==> config.mk <==
export PLATFORM = sky130hd
export DESIGN_NAME = hazard_scoreboard
export DESIGN_NICKNAME = d
export VERILOG_FILES = /design/src/rtl/hazard_scoreboard.sv
export SDC_FILE = /design/constraint.sdc
export NUM_CORES = 1
export LEC_CHECK = 0
export ABC_AREA = 1
export CORE_MARGIN = 2
export CORE_UTILIZATION = 25
export CTS_BUF_LIST = sky130_fd_sc_hd__clkbuf_2
export CTS_CLUSTER_DIAMETER = 40
export DETAILED_ROUTE_END_ITERATION = 8
export PLACE_DENSITY = 0.41
export SETUP_SLACK_MARGIN = 0.05
export SLEW_MARGIN = 30
export SYNTH_ARGS = -nofsm -noshare
export SYNTH_HDL_FRONTEND = slang
export SYNTH_SLANG_ARGS = --single-unit
==> constraint.sdc <==
create_clock -name clk -period 9.7 [get_ports clk]
set_input_delay 0.97 -clock clk [delete_from_list [all_inputs] [get_ports clk]]
set_output_delay 0.97 -clock clk [all_outputs]
set_load 0.01 [all_outputs]
==> src/rtl/hazard_scoreboard.sv <==
// Read-after-write hazard scoreboard for the register-read stage.
// Tracks per-register pending destination writes and a total in-flight count,
// and raises a combinational stall when the presented instruction would read
// a pending register or cannot allocate a new pending write.
module hazard_scoreboard #(
    parameter int unsigned CNT_W        = 2,
    parameter int unsigned MAX_INFLIGHT = 8,
    parameter int unsigned TOT_W        = 4
) (
    input  logic             clk,
    input  logic             rst,
    input  logic [31:0]      IR,
    input  logic             v_in,
    input  logic             r_out,
    input  logic             v_wb,
    input  logic [4:0]       WB_address,
    input  logic             squash_valid,
    input  logic [4:0]       squash_rd,
    output logic             stall,
    output logic [31:0]      busy_vec,
    output logic [TOT_W-1:0] inflight,
    output logic             err
);

    localparam logic [6:0] OpLui    = 7'b0110111;
    localparam logic [6:0] OpAuipc  = 7'b0010111;
    localparam logic [6:0] OpJal    = 7'b1101111;
    localparam logic [6:0] OpJalr   = 7'b1100111;
    localparam logic [6:0] OpLoad   = 7'b0000011;
    localparam logic [6:0] OpImm    = 7'b0010011;
    localparam logic [6:0] OpBranch = 7'b1100011;
    localparam logic [6:0] OpStore  = 7'b0100011;
    localparam logic [6:0] OpReg    = 7'b0110011;

    localparam logic [CNT_W-1:0] CntMax = '1;
    localparam logic [CNT_W-1:0] CntOne = CNT_W'(1);
    localparam logic [TOT_W-1:0] TotMax = TOT_W'(MAX_INFLIGHT);

    logic [CNT_W-1:0] count_q [32];
    logic [CNT_W-1:0] count_d [32];
    logic [TOT_W-1:0] inflight_q, inflight_d;
    logic             err_q, err_d;

    logic [6:0] opcode;
    logic [4:0] rs1, rs2, rd;
    logic       uses_rs1, uses_rs2, writes_rd;
    logic       hazard_rs1, hazard_rs2, alloc_block;
    logic       issue, alloc;

    // Function bits and immediate fields are irrelevant to hazard tracking.
    logic unused_ir;
    assign unused_ir = ^{IR[31:25], IR[14:12]};

    assign opcode = IR[6:0];
    assign rs1    = IR[19:15];
    assign rs2    = IR[24:20];
    assign rd     = IR[11:7];

    // Opcode decode into source-use and destination-write flags.
    always_comb begin
        uses_rs1  = 1'b0;
        uses_rs2  = 1'b0;
        writes_rd = 1'b0;
        case (opcode)
            OpLui, OpAuipc, OpJal: begin
                writes_rd = 1'b1;
            end
            OpJalr, OpLoad, OpImm: begin
                uses_rs1  = 1'b1;
                writes_rd = 1'b1;
            end
            OpBranch, OpStore: begin
                uses_rs1 = 1'b1;
                uses_rs2 = 1'b1;
            end
            OpReg: begin
                uses_rs1  = 1'b1;
                uses_rs2  = 1'b1;
                writes_rd = 1'b1;
            end
            default: ;
        endcase
    end

    // Hazard and allocation checks; a same-cycle writeback of the last pending
    // write is forwarded by the read stage, so it does not stall a source.
    always_comb begin
        hazard_rs1 = uses_rs1 && (rs1 != 5'd0) && (count_q[rs1] != '0) &&
                     !(v_wb && (WB_address == rs1) && (count_q[rs1] == CntOne));
        hazard_rs2 = uses_rs2 && (rs2 != 5'd0) && (count_q[rs2] != '0) &&
                     !(v_wb && (WB_address == rs2) && (count_q[rs2] == CntOne));
        // Same-cycle releases are deliberately ignored to keep this path short.
        alloc_block = writes_rd && (rd != 5'd0) &&
                      ((count_q[rd] == CntMax) || (inflight_q == TotMax));
        stall = v_in && (hazard_rs1 || hazard_rs2 || alloc_block);
        issue = v_in && r_out && !stall;
        alloc = issue && writes_rd && (rd != 5'd0);
    end

    logic [CNT_W:0]   sum;
    logic [CNT_W:0]   dec;
    logic [CNT_W:0]   applied;
    logic [TOT_W-1:0] dec_tot;

    // Per-register net update with clamp-at-zero; inflight follows the
    // decrements actually applied so it always equals the sum of counts.
    always_comb begin
        count_d[0] = '0;
        err_d      = err_q;
        dec_tot    = '0;
        sum        = '0;
        dec        = '0;
        applied    = '0;
        for (int r = 1; r < 32; r++) begin
            sum = {1'b0, count_q[r]} + (CNT_W + 1)'(alloc && (rd == 5'(r)));
            dec = (CNT_W + 1)'(v_wb && (WB_address == 5'(r))) +
                  (CNT_W + 1)'(squash_valid && (squash_rd == 5'(r)));
            if (sum < dec) begin
                count_d[r] = '0;
                err_d      = 1'b1;
                applied    = sum;
            end else begin
                count_d[r] = CNT_W'(sum - dec);
                applied    = dec;
            end
            dec_tot = dec_tot + TOT_W'(applied);
        end
        inflight_d = inflight_q + TOT_W'(alloc) - dec_tot;
    end

    // State registers with asynchronous clear.
    always_ff @(posedge clk or posedge rst) begin
        if (rst) begin
            count_q    <= '{default: '0};
            inflight_q <= '0;
            err_q      <= 1'b0;
        end else begin
            count_q    <= count_d;
            inflight_q <= inflight_d;
            err_q      <= err_d;
        end
    end

    // Busy flags derived from the counters; x0 is never busy.
    always_comb begin
        busy_vec[0] = 1'b0;
        for (int r = 1; r < 32; r++) begin
            busy_vec[r] = (count_q[r] != '0);
        end
    end

    assign inflight = inflight_q;
    assign err      = err_q;

endmodule

==> impl_metrics.py, run 1 <==
metrics = {
    "drt": {
        "viasPerCell": 4.44,
        "route.detailed.drc": 0,
        "wl_met2_um": 20300,
        "postRouteWirelength_um": 43700,
        "avgRoutedWirePerCell_um": 17.4,
        "wl_met3_um": 1940,
        "top_layer": "met4",
        "first_pass_iters": 5,
        "wl_met1_um": 20700,
        "dr_total_vias": 11200,
        "postRouteAntennaNets": 0,
        "drt-initial-drc-count": 836,
    },
    "grt": {
        "grt_pass1_vias": 11100,
        "grt_max_degree": 50,
        "grt_usage": 0.192,
        "grt_pass1_wl_um": 67100,
        "grt_antenna_before_repair": 2,
        "globalRoute.totalOverflow": 0,
    },
    "clock_network": {
        "clock_sinks": 67,
        "post-cts-setup-buffer-count": 0,
        "path_clk_slew_ns": 0.27,
        "clk_latency_ns": 0.69,
        "cts_tree": "yes",
        "htreeDepth": 3,
        "cts_buffer_depth": 2,
        "cts_root_buffer": "clkbuf_2",
        "cts_made_buffers": 9,
        "ctsHoldBuffers": 0,
    },
    "worst_setup_path": {
        "r2r_end": "inflight[3]$_DFF_PP0_",
        "worstSetupPathDepth": 46,
        "reg2reg_from": "count_q[27]$_DFF_PP0_",
        "start_kind": "primary input",
        "cp-end-kind": "flop",
        "crit_type": "primary input to flop",
        "cp.required_ns": 10.33,
        "crit_family": "adder cells",
        "critPathBufInv": 12,
        "worst_path_max_delay_cell": "fa_1",
        "worst-path-max-fanout": 12,
        "crit_top_cell": "nand2_1",
        "crit_start": "IR[7]",
        "slowest_delay_ns": 0.66,
        "crit_end": "inflight[3]$_DFF_PP0_",
        "reg2reg_depth": 44,
        "arrival_ns": 9.72,
        "reg2reg_slack_ns": 1.06,
    },
    "synthesis": {
        "synth.net_count": 1932,
        "syn_inst": 1644,
        "yosysSeqAreaShare": 0.148,
        "synth.avg_cell_area_sq_um": 6.87,
        "synth_top_area_cell": "fa_1",
        "ys_types": 34,
        "syn-cell-area_sq_um": 11300,
        "ys_ff_latch": 67,
        "synth_top_area_frac": 0.172,
        "netlist_top_cells_area": "fa_1 (17%), ha_1 (16%), dfrtp_1 (15%)",
        "yosysWarningCount": 0,
    },
    "floorplan": {
        "fp.dieH_um": 217,
        "die_w_um": 217,
        "design.core.area_sq_um": 44400,
        "io_pins": 86,
        "start_util": 0.254,
        "placementRows": 77,
        "die-area_sq_um": 46900,
    },
    "power": {
        "power.internal_uw": 1710,
        "clkPwrFrac": 0.071,
        "p_sw_uw": 1800,
        "p_total_uw": 3510,
        "swShare": 0.513,
        "power_density_nw_per_um2": 242,
        "seq_power_share": 0.162,
        "peakVddDrop_uv": 515,
        "p_leak_uw": 0.00751,
        "pwr-share-comb": 0.768,
    },
    "flow_run": {
        "cap_viol_max_count": 0,
    },
    "status": {
        "status": "finished, final reports clean",
    },
    "timing": {
        "min_period_over_period": 0.938,
        "skew_ns": 0.0523,
        "worstMarginPinSlew_ns": 0.807,
        "fmax_mhz": 110,
        "rsz0062_at_grt": "no",
        "setup_viol": 0,
        "hold_viol": 0,
        "slew_violations": 0,
        "slew_headroom": 0.462,
        "finalCriticalPeriod_ns": 9.10,
    },
    "min_path": {
        "min_path_type": "primary input to asynchronous set/reset pin",
    },
    "final_layout": {
        "syn_to_final_growth_pct": 28.1,
        "drive_above_1_share": 0.146,
        "final_cell_mix": "nand2_1 (404), inv_1 (296), nor2_1 (246), buf_4 (212), ha_1 (143)",
        "final_common_cell": "nand2_1",
        "fill_cells": 4848,
        "final_nets": 2204,
        "fin_util": 0.326,
    },
    "place": {
        "io_buffers": 74,
        "gp_congestion": 0.941,
        "dpl.hpwl_um": 38600,
    },
}
[registers in the layout, summed over array words and instances (netlist names)]
signal and cells:
count_q 62, inflight 4, err 1
[cell usage after synthesis (all sizes together)]
master	n
clkbuf	4
a31oi	19
nand2	405
nor4	8
nand4	8
a21oi	55
xnor2	18
nor2	272
xor2	30
nand3b	1
o211ai	7
buf	28
dfrtp	67
or2	7
conb	1
o22ai	5
ha	143
inv	303
o21ai	42
a41oi	1
nor3	6
nand3	113
fa	97
clkinv	4
[how the worst min path moves through the flow]
stage,to,startpoint
6_report,count_q[37]$_DFF_PP0_,rst
5_1_grt,count_q[37]$_DFF_PP0_,rst
4_1_cts,count_q[39]$_DFF_PP0_,rst
3_5_place_dp,err$_DFFE_PP0P_,err$_DFFE_PP0P_
3_3_place_gp,err$_DFFE_PP0P_,err$_DFFE_PP0P_
2_1_floorplan,err$_DFFE_PP0P_,err$_DFFE_PP0P_
[cell families (layout without fill, tap and decap cells)]
family | Yosys count | after routing | synth area share
xor+xnor | 48 | 48 | 0.0372
buf+inv | 339 | 616 | 0.121
simple gates | 820 | 820 | 0.300
other cells | 1 | 3 | 0.000332
flops | 67 | 67 | 0.148
fa+ha+maj | 240 | 240 | 0.330
compound gates | 129 | 129 | 0.0627
[per-layer routing]
layer | vias to the layer above | global-route usage
li1 | 5640 | -
met1 | 5232 | 0.268
met2 | 261 | 0.318
met3 | 38 | 0.0195
met4 | 0 | 0.0470
met5 | - | 0
[what timing repair did]
| action | in CTS | in global routing |
|---|---|---|
| endpoints found under the hold margin | 0 | 0 |
| endpoints found under the setup margin | 0 | 1 |
| resized for setup | 0 | 2 |
[stage by stage]
| step | hold slack (ns) | setup WS (ns) | setup TNS (ns) | cell area [sq um] | instances |
|---|---|---|---|---|---|
| 3_3_place_gp | 0.714 | -0.259 | -0.259 | 14300 | 2497 |
| 4_1_cts | 0.485 | 0.506 | 0 | 14500 | 2513 |
| 6_report | 0.526 | 0.604 | 0 | 14500 | 2515 |
| 5_1_grt | 0.500 | 0.0636 | 0 | 14500 | 2515 |
| 3_5_place_dp | 0.722 | -0.235 | -0.235 | 14300 | 2497 |
| 2_1_floorplan | 0.634 | 1.04 | 0 | 11300 | 1644 |
[power groups by stage]
| stage | Sequential, uW | Combinational [uW] | Clock [uW] |
|---|---|---|---|
| floorplan | 482 | 1730 | 0 |
| global placement | 573 | 2720 | 0 |
| detailed placement | 572 | 2720 | 0 |
| CTS | 565 | 2750 | 261 |
| global route | 583 | 3140 | 269 |
| finish | 567 | 2690 | 248 |
[final cells by class]
class,instances,area (sq um),share of cell area
multi-input cells,1238,8260,0.571
repair buffers,293,2470,0.171
flip-flops and latches,67,1680,0.116
inverters,307,1160,0.0799
well taps,592,741,0.0512
clock inverters,7,115,0.00795
clock buffers,9,45.0,0.00311
diodes,2,5.00,0.000346
Note: power is estimated with default switching activity, not from simulation.
==> inputs of run 2 (changes only) <==
CAP_MARGIN = 10   (was unset)
==> results of run 2 <==
Final layout, timing and power as in run 1 (identical DEF).
